File: src/rtl/xc_aesmix.sv
// AES MixColumns / InvMixColumns unit: one 32-bit column mixed one output byte
// per cycle through a single shared GF(2^8) byte datapath, valid/ready with flush.
module xc_aesmix (
    input  logic        clock,
    input  logic        reset,
    input  logic        flush,
    input  logic        valid,
    input  logic [31:0] rs1,
    input  logic [31:0] rs2,
    input  logic        enc,
    output logic        ready,
    output logic [31:0] result
);

    localparam int unsigned BYTE_W = 8;
    localparam int unsigned COL_W  = 32;
    localparam int unsigned NREG   = 3;

    typedef enum logic [1:0] {
        S0 = 2'd0,
        S1 = 2'd1,
        S2 = 2'd2,
        S3 = 2'd3
    } state_t;

    state_t            state;
    state_t            state_nxt;
    logic [NREG-1:0]   r_we;
    logic [BYTE_W-1:0] r0;
    logic [BYTE_W-1:0] r1;
    logic [BYTE_W-1:0] r2;

    logic [COL_W-1:0]  column;
    logic [COL_W-1:0]  rot;
    logic [BYTE_W-1:0] x0, x1, x2, x3;
    logic [BYTE_W-1:0] x0_2, x0_4, x0_8;
    logic [BYTE_W-1:0] x1_2, x1_4, x1_8;
    logic [BYTE_W-1:0] x2_2, x2_4, x2_8;
    logic [BYTE_W-1:0] x3_2, x3_4, x3_8;
    logic [BYTE_W-1:0] mix_enc;
    logic [BYTE_W-1:0] mix_dec;
    logic [BYTE_W-1:0] dp_out;

    // Upper rs1 and lower rs2 halves carry no column bytes.
    logic unused_fields;
    assign unused_fields = ^{rs1[31:16], rs2[15:0]};

    // Multiply by 02 in GF(2^8) modulo 0x11B.
    function automatic logic [BYTE_W-1:0] xtime(input logic [BYTE_W-1:0] x);
        return {x[6:0], 1'b0} ^ (x[7] ? 8'h1B : 8'h00);
    endfunction

    // Operands are gated with valid so the datapath stays quiet while stalled.
    assign column = {rs2[31:16], rs1[15:0]} & {COL_W{valid}};

    // Rotate right by one byte per state so a[fsm] lands in the low lane.
    always_comb begin
        rot = column;
        case (state)
            S0: rot = column;
            S1: rot = {column[7:0],  column[31:8]};
            S2: rot = {column[15:0], column[31:16]};
            S3: rot = {column[23:0], column[31:24]};
        endcase
    end

    assign x0 = rot[7:0];
    assign x1 = rot[15:8];
    assign x2 = rot[23:16];
    assign x3 = rot[31:24];

    // Chained doublings shared by both directions.
    assign x0_2 = xtime(x0);
    assign x0_4 = xtime(x0_2);
    assign x0_8 = xtime(x0_4);
    assign x1_2 = xtime(x1);
    assign x1_4 = xtime(x1_2);
    assign x1_8 = xtime(x1_4);
    assign x2_2 = xtime(x2);
    assign x2_4 = xtime(x2_2);
    assign x2_8 = xtime(x2_4);
    assign x3_2 = xtime(x3);
    assign x3_4 = xtime(x3_2);
    assign x3_8 = xtime(x3_4);

    // 02*a ^ 03*b ^ c ^ d
    assign mix_enc = x0_2 ^ (x1_2 ^ x1) ^ x2 ^ x3;

    // 0E*a ^ 0B*b ^ 0D*c ^ 09*d
    assign mix_dec = (x0_8 ^ x0_4 ^ x0_2)
                   ^ (x1_8 ^ x1_2 ^ x1)
                   ^ (x2_8 ^ x2_4 ^ x2)
                   ^ (x3_8 ^ x3);

    assign dp_out = enc ? mix_enc : mix_dec;

    always_ff @(posedge clock) begin
        if (reset) begin
            state <= S0;
        end else begin
            state <= state_nxt;
        end
    end

    // Next state, byte-register enables and the completion handshake.
    always_comb begin
        state_nxt = state;
        r_we      = '0;
        ready     = 1'b0;
        if (flush) begin
            state_nxt = S0;
        end else if (valid) begin
            case (state)
                S0: begin
                    r_we[0]   = 1'b1;
                    state_nxt = S1;
                end
                S1: begin
                    r_we[1]   = 1'b1;
                    state_nxt = S2;
                end
                S2: begin
                    r_we[2]   = 1'b1;
                    state_nxt = S3;
                end
                S3: begin
                    ready     = 1'b1;
                    state_nxt = S0;
                end
            endcase
        end
    end

    always_ff @(posedge clock) begin
        if (reset) begin
            r0 <= '0;
            r1 <= '0;
            r2 <= '0;
        end else begin
            if (r_we[0]) r0 <= dp_out;
            if (r_we[1]) r1 <= dp_out;
            if (r_we[2]) r2 <= dp_out;
        end
    end

    assign result = ready ? {dp_out, r2, r1, r0} : COL_W'(0);

endmodule

File: config.mk
export PLATFORM = sky130hd
export DESIGN_NAME = xc_aesmix
export DESIGN_NICKNAME = d
export VERILOG_FILES = /design/src/rtl/xc_aesmix.sv
export SDC_FILE = /design/constraint.sdc
export NUM_CORES = 1
export LEC_CHECK = 0
export CORE_MARGIN = 4
export CORE_UTILIZATION = 41
export DETAILED_ROUTE_END_ITERATION = 12
export PLACE_DENSITY_LB_ADDON = 0.2
export SLEW_MARGIN = 20
export SYNTH_ARGS = -nofsm -noshare
export SYNTH_HDL_FRONTEND = slang
export SYNTH_SLANG_ARGS = --single-unit
File: constraint.sdc
create_clock -name clock -period 8.4 [get_ports clock]
set_input_delay 1.26 -clock clock [delete_from_list [all_inputs] [get_ports clock]]
set_output_delay 1.26 -clock clock [all_outputs]
set_load 0.005 [all_outputs]
# --- Word level (Yosys, flattened, before mapping) ---
# Cells that the tools add are included.
totals:
  reg_bits: 26
  in_bits: 69
  out_inout_bits: 33
  wordCells: 60
op_classes:
  eq_ne: 3
  n_mux: 24
  n_bitwise: 27
  n_reduce_logical: 2
ops:
  columns: ["op", "n"]
  rows:
  - ["32-bit one-hot mux with 4 select lines", 1]
  - ["8-bit bitwise XOR", 14]
  - ["8-bit by 5-bit bitwise XOR with 8-bit output", 12]
  - ["5-bit 2-to-1 mux", 12]
  - ["32-bit bitwise AND", 1]
  - ["32-bit 2-to-1 mux", 1]
  - ["8-bit 2-to-1 mux", 1]
  - ["2-bit one-hot mux with 4 select lines", 1]
  - ["1-bit 2-to-1 mux", 6]
  - ["3-bit 2-to-1 mux", 2]
  - ["2-bit equality test, second input constant", 2]
  - ["2-bit by 1-bit equality test with 1-bit output, second input constant", 1]
  - ["2-bit zero test", 1]
  - ["2-bit OR reduction", 1]

# --- Depth between registers and ports, before layout ---
logic_depth:
  ltp_word: 15
  mapped_depth: 14

# --- Worst setup path before layout ---
# OpenSTA, ideal clock, no wires.
synth_timing:
  path_kind: "in2out"
  startpoint: "input port rs1[7]"
  endpoint: "output port result[27]"
  arrival_ps: 3276
  setup_slack_ps: 3864
  stages: 9
  n_path_buf: 0
  path_cell_list: "a222oi_1 -> a211oi_4 -> xnor2_2 -> xnor2_1 -> xnor2_2 -> xor3_1 -> o21ai_2 -> xnor2_1 -> nor2_1"
synth_between:
  elab_chain_len: 13
synth_rtl:
  columns: ["item", "line", "text"]
  rows:
  - ["start, declared", "8", "input logic [31:0] rs1,"]
  - ["32-bit bitwise AND (*)", "54", "assign column = {rs2[31:16], rs1[15:0]} & {COL_W{valid}};"]
  - ["32-bit one-hot mux with 4 select lines (*)", "59", "case (state)"]
  - ["5-bit 2-to-1 mux", "50", "return {x[6:0], 1'b0} ^ (x[7] ? 8'h1B : 8'h00);"]
  - ["8-bit by 5-bit bitwise XOR with 8-bit output (3 in series)", "50", null]
  - ["8-bit bitwise XOR, on equally long branches (2 in series)", "90, 91", null]
  - ["8-bit bitwise XOR", "91", "^ (x1_8 ^ x1_2 ^ x1)"]
  - ["8-bit bitwise XOR", "92", "^ (x2_8 ^ x2_4 ^ x2)"]
  - ["8-bit bitwise XOR", "93", "^ (x3_8 ^ x3);"]
  - ["8-bit 2-to-1 mux (*)", "95", "assign dp_out = enc ? mix_enc : mix_dec;"]
  - ["32-bit 2-to-1 mux (*)", "146", "assign result = ready ? {dp_out, r2, r1, r0} : COL_W'(0);"]
  - ["end, declared", "12", "output logic [31:0] result"]
# Every way passes the cells marked *; elsewhere a longest branch is shown, timed or not.

# --- Worst setup path after layout ---
layout_timing:
  startpoint: "input port valid"
  endpoint: "output port result[28]"
layout_between:
  elab_chain_len: 13
layout_rtl:
  columns: ["item", "line", "text"]
  rows:
  - ["start, declared", "7", "input logic valid,"]
  - ["32-bit bitwise AND", "54", null]
  - ["32-bit one-hot mux with 4 select lines", "59", null]
  - ["8-bit by 5-bit bitwise XOR with 8-bit output", "50", null]
  - ["5-bit 2-to-1 mux / 8-bit by 5-bit bitwise XOR with 8-bit output (equally long branches)", "50", null]
  - ["8-bit by 5-bit bitwise XOR with 8-bit output / 5-bit 2-to-1 mux (equally long branches)", "50", null]
  - ["8-bit by 5-bit bitwise XOR with 8-bit output", "50", null]
  - ["8-bit bitwise XOR, on equally long branches (2 in series)", "90, 91", null]
  - ["8-bit bitwise XOR", "91", null]
  - ["8-bit bitwise XOR", "92", null]
  - ["8-bit bitwise XOR", "93", null]
  - ["8-bit 2-to-1 mux", "95", null]
  - ["32-bit 2-to-1 mux (*)", "146", null]
# Marks and branches as above.

==> results.yml <==
timing:
  timing.fmax_mhz: 156
  maxSlewHeadroom: 0.521
  worst_slew_pin_slew_ns: 0.719
  hold_ws_ns: 0.463
  min_period_over_period: 0.764
  period_minus_slack_ns: 6.41
  drv_slew: 0
  setup_violations: 0
  rsz0062_at_grt: "no"
  tns_ns: 0
  hold_violations: 0
  skew_ns: 0.00900
  fin_ws_ns: 1.99
clock_tree:
  clock_latency_ns: 0.27
  cts_sinks: 26
  path_clk_slew_ns: 0.09
  cts_buffer_depth: 2
  post-cts-setup-buffers: 0
  htreeDepth: 1
  hold_buffers: 0
  cts_made_buffers: 3
  cts_tree: "yes"
  cts-resized-gates: 0
  clockRootBuffer: "clkbuf_8"
setup_path:
  cp-end-kind: "output pin"
  crit_path_start: "valid"
  crit_path_max_incr_delay_ns: 0.86
  critPathTopFamily: "buffers and inverters"
  crit_path_top_delay_cell: "clkdlybuf4s50_1"
  crit_fanout: 24
  crit_type: "primary input to output pin"
  worstPathRequired_ns: 7.14
  worstPathArrival_ns: 5.15
  crit_buf_inv: 3
  crit_chain: "clkdlybuf4s50_1, inv_2, a221oi_2, xnor2_2, xnor3_1, xnor2_2, xnor3_1, mux2i_1, xnor2_1, nor2_1, clkdlybuf4s50_1"
  r2r-start: "state[0]"
  critPathLaunchType: "primary input"
finish:
  multi_input_area_um2: 2260
  syn2layout_area_growth_pct: 24.8
  post-route-util: 0.535
  final_nets: 473
  diodes: 0
  fillerInstances: 665
  drive_above_1_share: 0.0829
  area.sequential_um2: 520
logic_synthesis:
  synth_area_um2: 2980
  ys.flop_type: "dfxtp_1"
  synth_top_area_frac: 0.175
  synth-seq-area-share: 0.175
  avgSynthCellArea_um2: 8.42
  synthCells: 354
  ys_seq_elements: 26
  post-synth-top-area-cell: "dfxtp_1"
  yosysWarnings: 0
  synth_edf_count: 0
  async_flop_share: 0
  ys_types: 41
  mappedNetlistNets: 428
  synth.most_common_cell: "xnor2_1"
  synth_commonest_cells: "xnor2_1, a222oi_1, dfxtp_1"
  synthTopCellsByArea: "dfxtp_1, xnor2_1, a222oi_1"
floorplanning:
  coreArea_um2: 6940
  core.rowCount: 30
  die_h_um: 93.2
  dieArea_um2: 8690
  fp.dieW_um: 93.2
  initial_core_util: 0.429
  num_io_pins: 102
place:
  routabilityCongestion: 0.822
  io_buffers: 69
  dp_slack_ns: 1.97
  dp_hpwl_um: 5760
grt:
  grt_pass1_wl_um: 12800
  grt_pass1_vias: 2580
  grt_start_max_net_pins: 38
  grt-ovfl-total: 0
  grt_usage: 0.176
  antenna_found_initial: 0
route:
  routed_wirelength_um: 7710
  drc_errors: 0
  highest_layer: "met4"
  first_pass_iters: 8
  first_iter_violations: 255
  vias: 2816
  antenna_left: 0
  vias_per_cell: 5.70
  wire_per_inst_um: 15.6
  met3_length_um: 407
  dr_wl_met2_um: 3810
  wl_met1_um: 3460
power:
  vdd_drop_max_mv: 0.0600
  p_leak_nw: 1.35
  finalPower_w: 0.000526
  power.density_nw_per_um2: 141
job:
  maxCapViolCount: 0
status:
  outcome: "completed"
hold_path:
  hold_start: "r2[6]"
  hold_class: "flip-flop to flip-flop"
power breakdown:
part / switching, W / leakage (nW) / total (W) / internal [W]
registers: 0.00000337 / 0.211 / 0.000134 / 0.000130
logic: 0.000154 / 1.11 / 0.000290 / 0.000136
clock network: 0.0000382 / 0.0357 / 0.000102 / 0.0000637
total: 0.000196 / 1.35 / 0.000526 / 0.000330
area by class of cell:
class | count | area share
clock buffer | 3 | 0.0111
clock inverter | 1 | 0.00808
inverter | 9 | 0.00909
multi-input combinational | 286 | 0.607
sequential | 26 | 0.140
tap | 96 | 0.0323
timing repair buffer | 73 | 0.193
cell usage in the layout (no fill, tap or decap), drive strengths merged, types with 3 or more instances in the layout:
master	instances
a211oi	31
a222oi	28
xor2	21
a221oi	4
or3b	3
a21oi	13
nor2	24
nand3b	6
clkbuf	3
buf	5
xnor2	47
o21ai	7
inv	9
a22oi	4
o31ai	6
and3	24
and2	4
nor2b	19
xnor3	3
o211ai	4
o211a	3
nand2	23
clkdlybuf4s50	68
ha	5
dfxtp	26
worst min-delay path, stage by stage (launching register included):
cell and delay [ns]:
dfxtp_1 0.32, nand2_1 0.05, a21oi_1 0.05
metal layers:
layer  vias up  track usage
li1       1404            -
met1      1299        0.240
met2       109        0.306
met3         4       0.0129
met4         0       0.0330
met5         -            0
registers in the layout (all words and copies together), names as in the netlist:
signal  cells
r0          8
r1          8
r2          8
state       2
metrics by stage:
stage	area (µm²)	cells
2_1_floorplan	2980	354
3_3_place_gp	3650	490
3_5_place_dp	3650	490
4_1_cts	3720	494
5_1_grt	3720	494
6_report	3720	494
worst paths after layout:
| kind | slack (ns) | to | depth (start not counted) |
|---|---|---|---|
| max | 1.99 | result[28] | 11 |
| min | 0.46 | r2[6] | 2 |
| max reg2reg | 4.42 | r1[4] | 11 |
| min reg2reg | 0.46 | r2[6] | 2 |
cell families (layout without fill, tap and decap cells):
| family | Yosys count | count (layout) | share of synthesized area |
|---|---|---|---|
| AO/OA/AOI/OAI | 101 | 101 | 0.293 |
| XOR/XNOR | 72 | 72 | 0.246 |
| buffers and inverters | 42 | 86 | 0.0689 |
| flip-flops | 26 | 26 | 0.175 |
| multiplexers | 2 | 2 | 0.00672 |
| AND/OR/NAND/NOR | 106 | 106 | 0.190 |
| adder cells (fa/ha/maj) | 5 | 5 | 0.0210 |
Power figures use the tool's default switching activity.
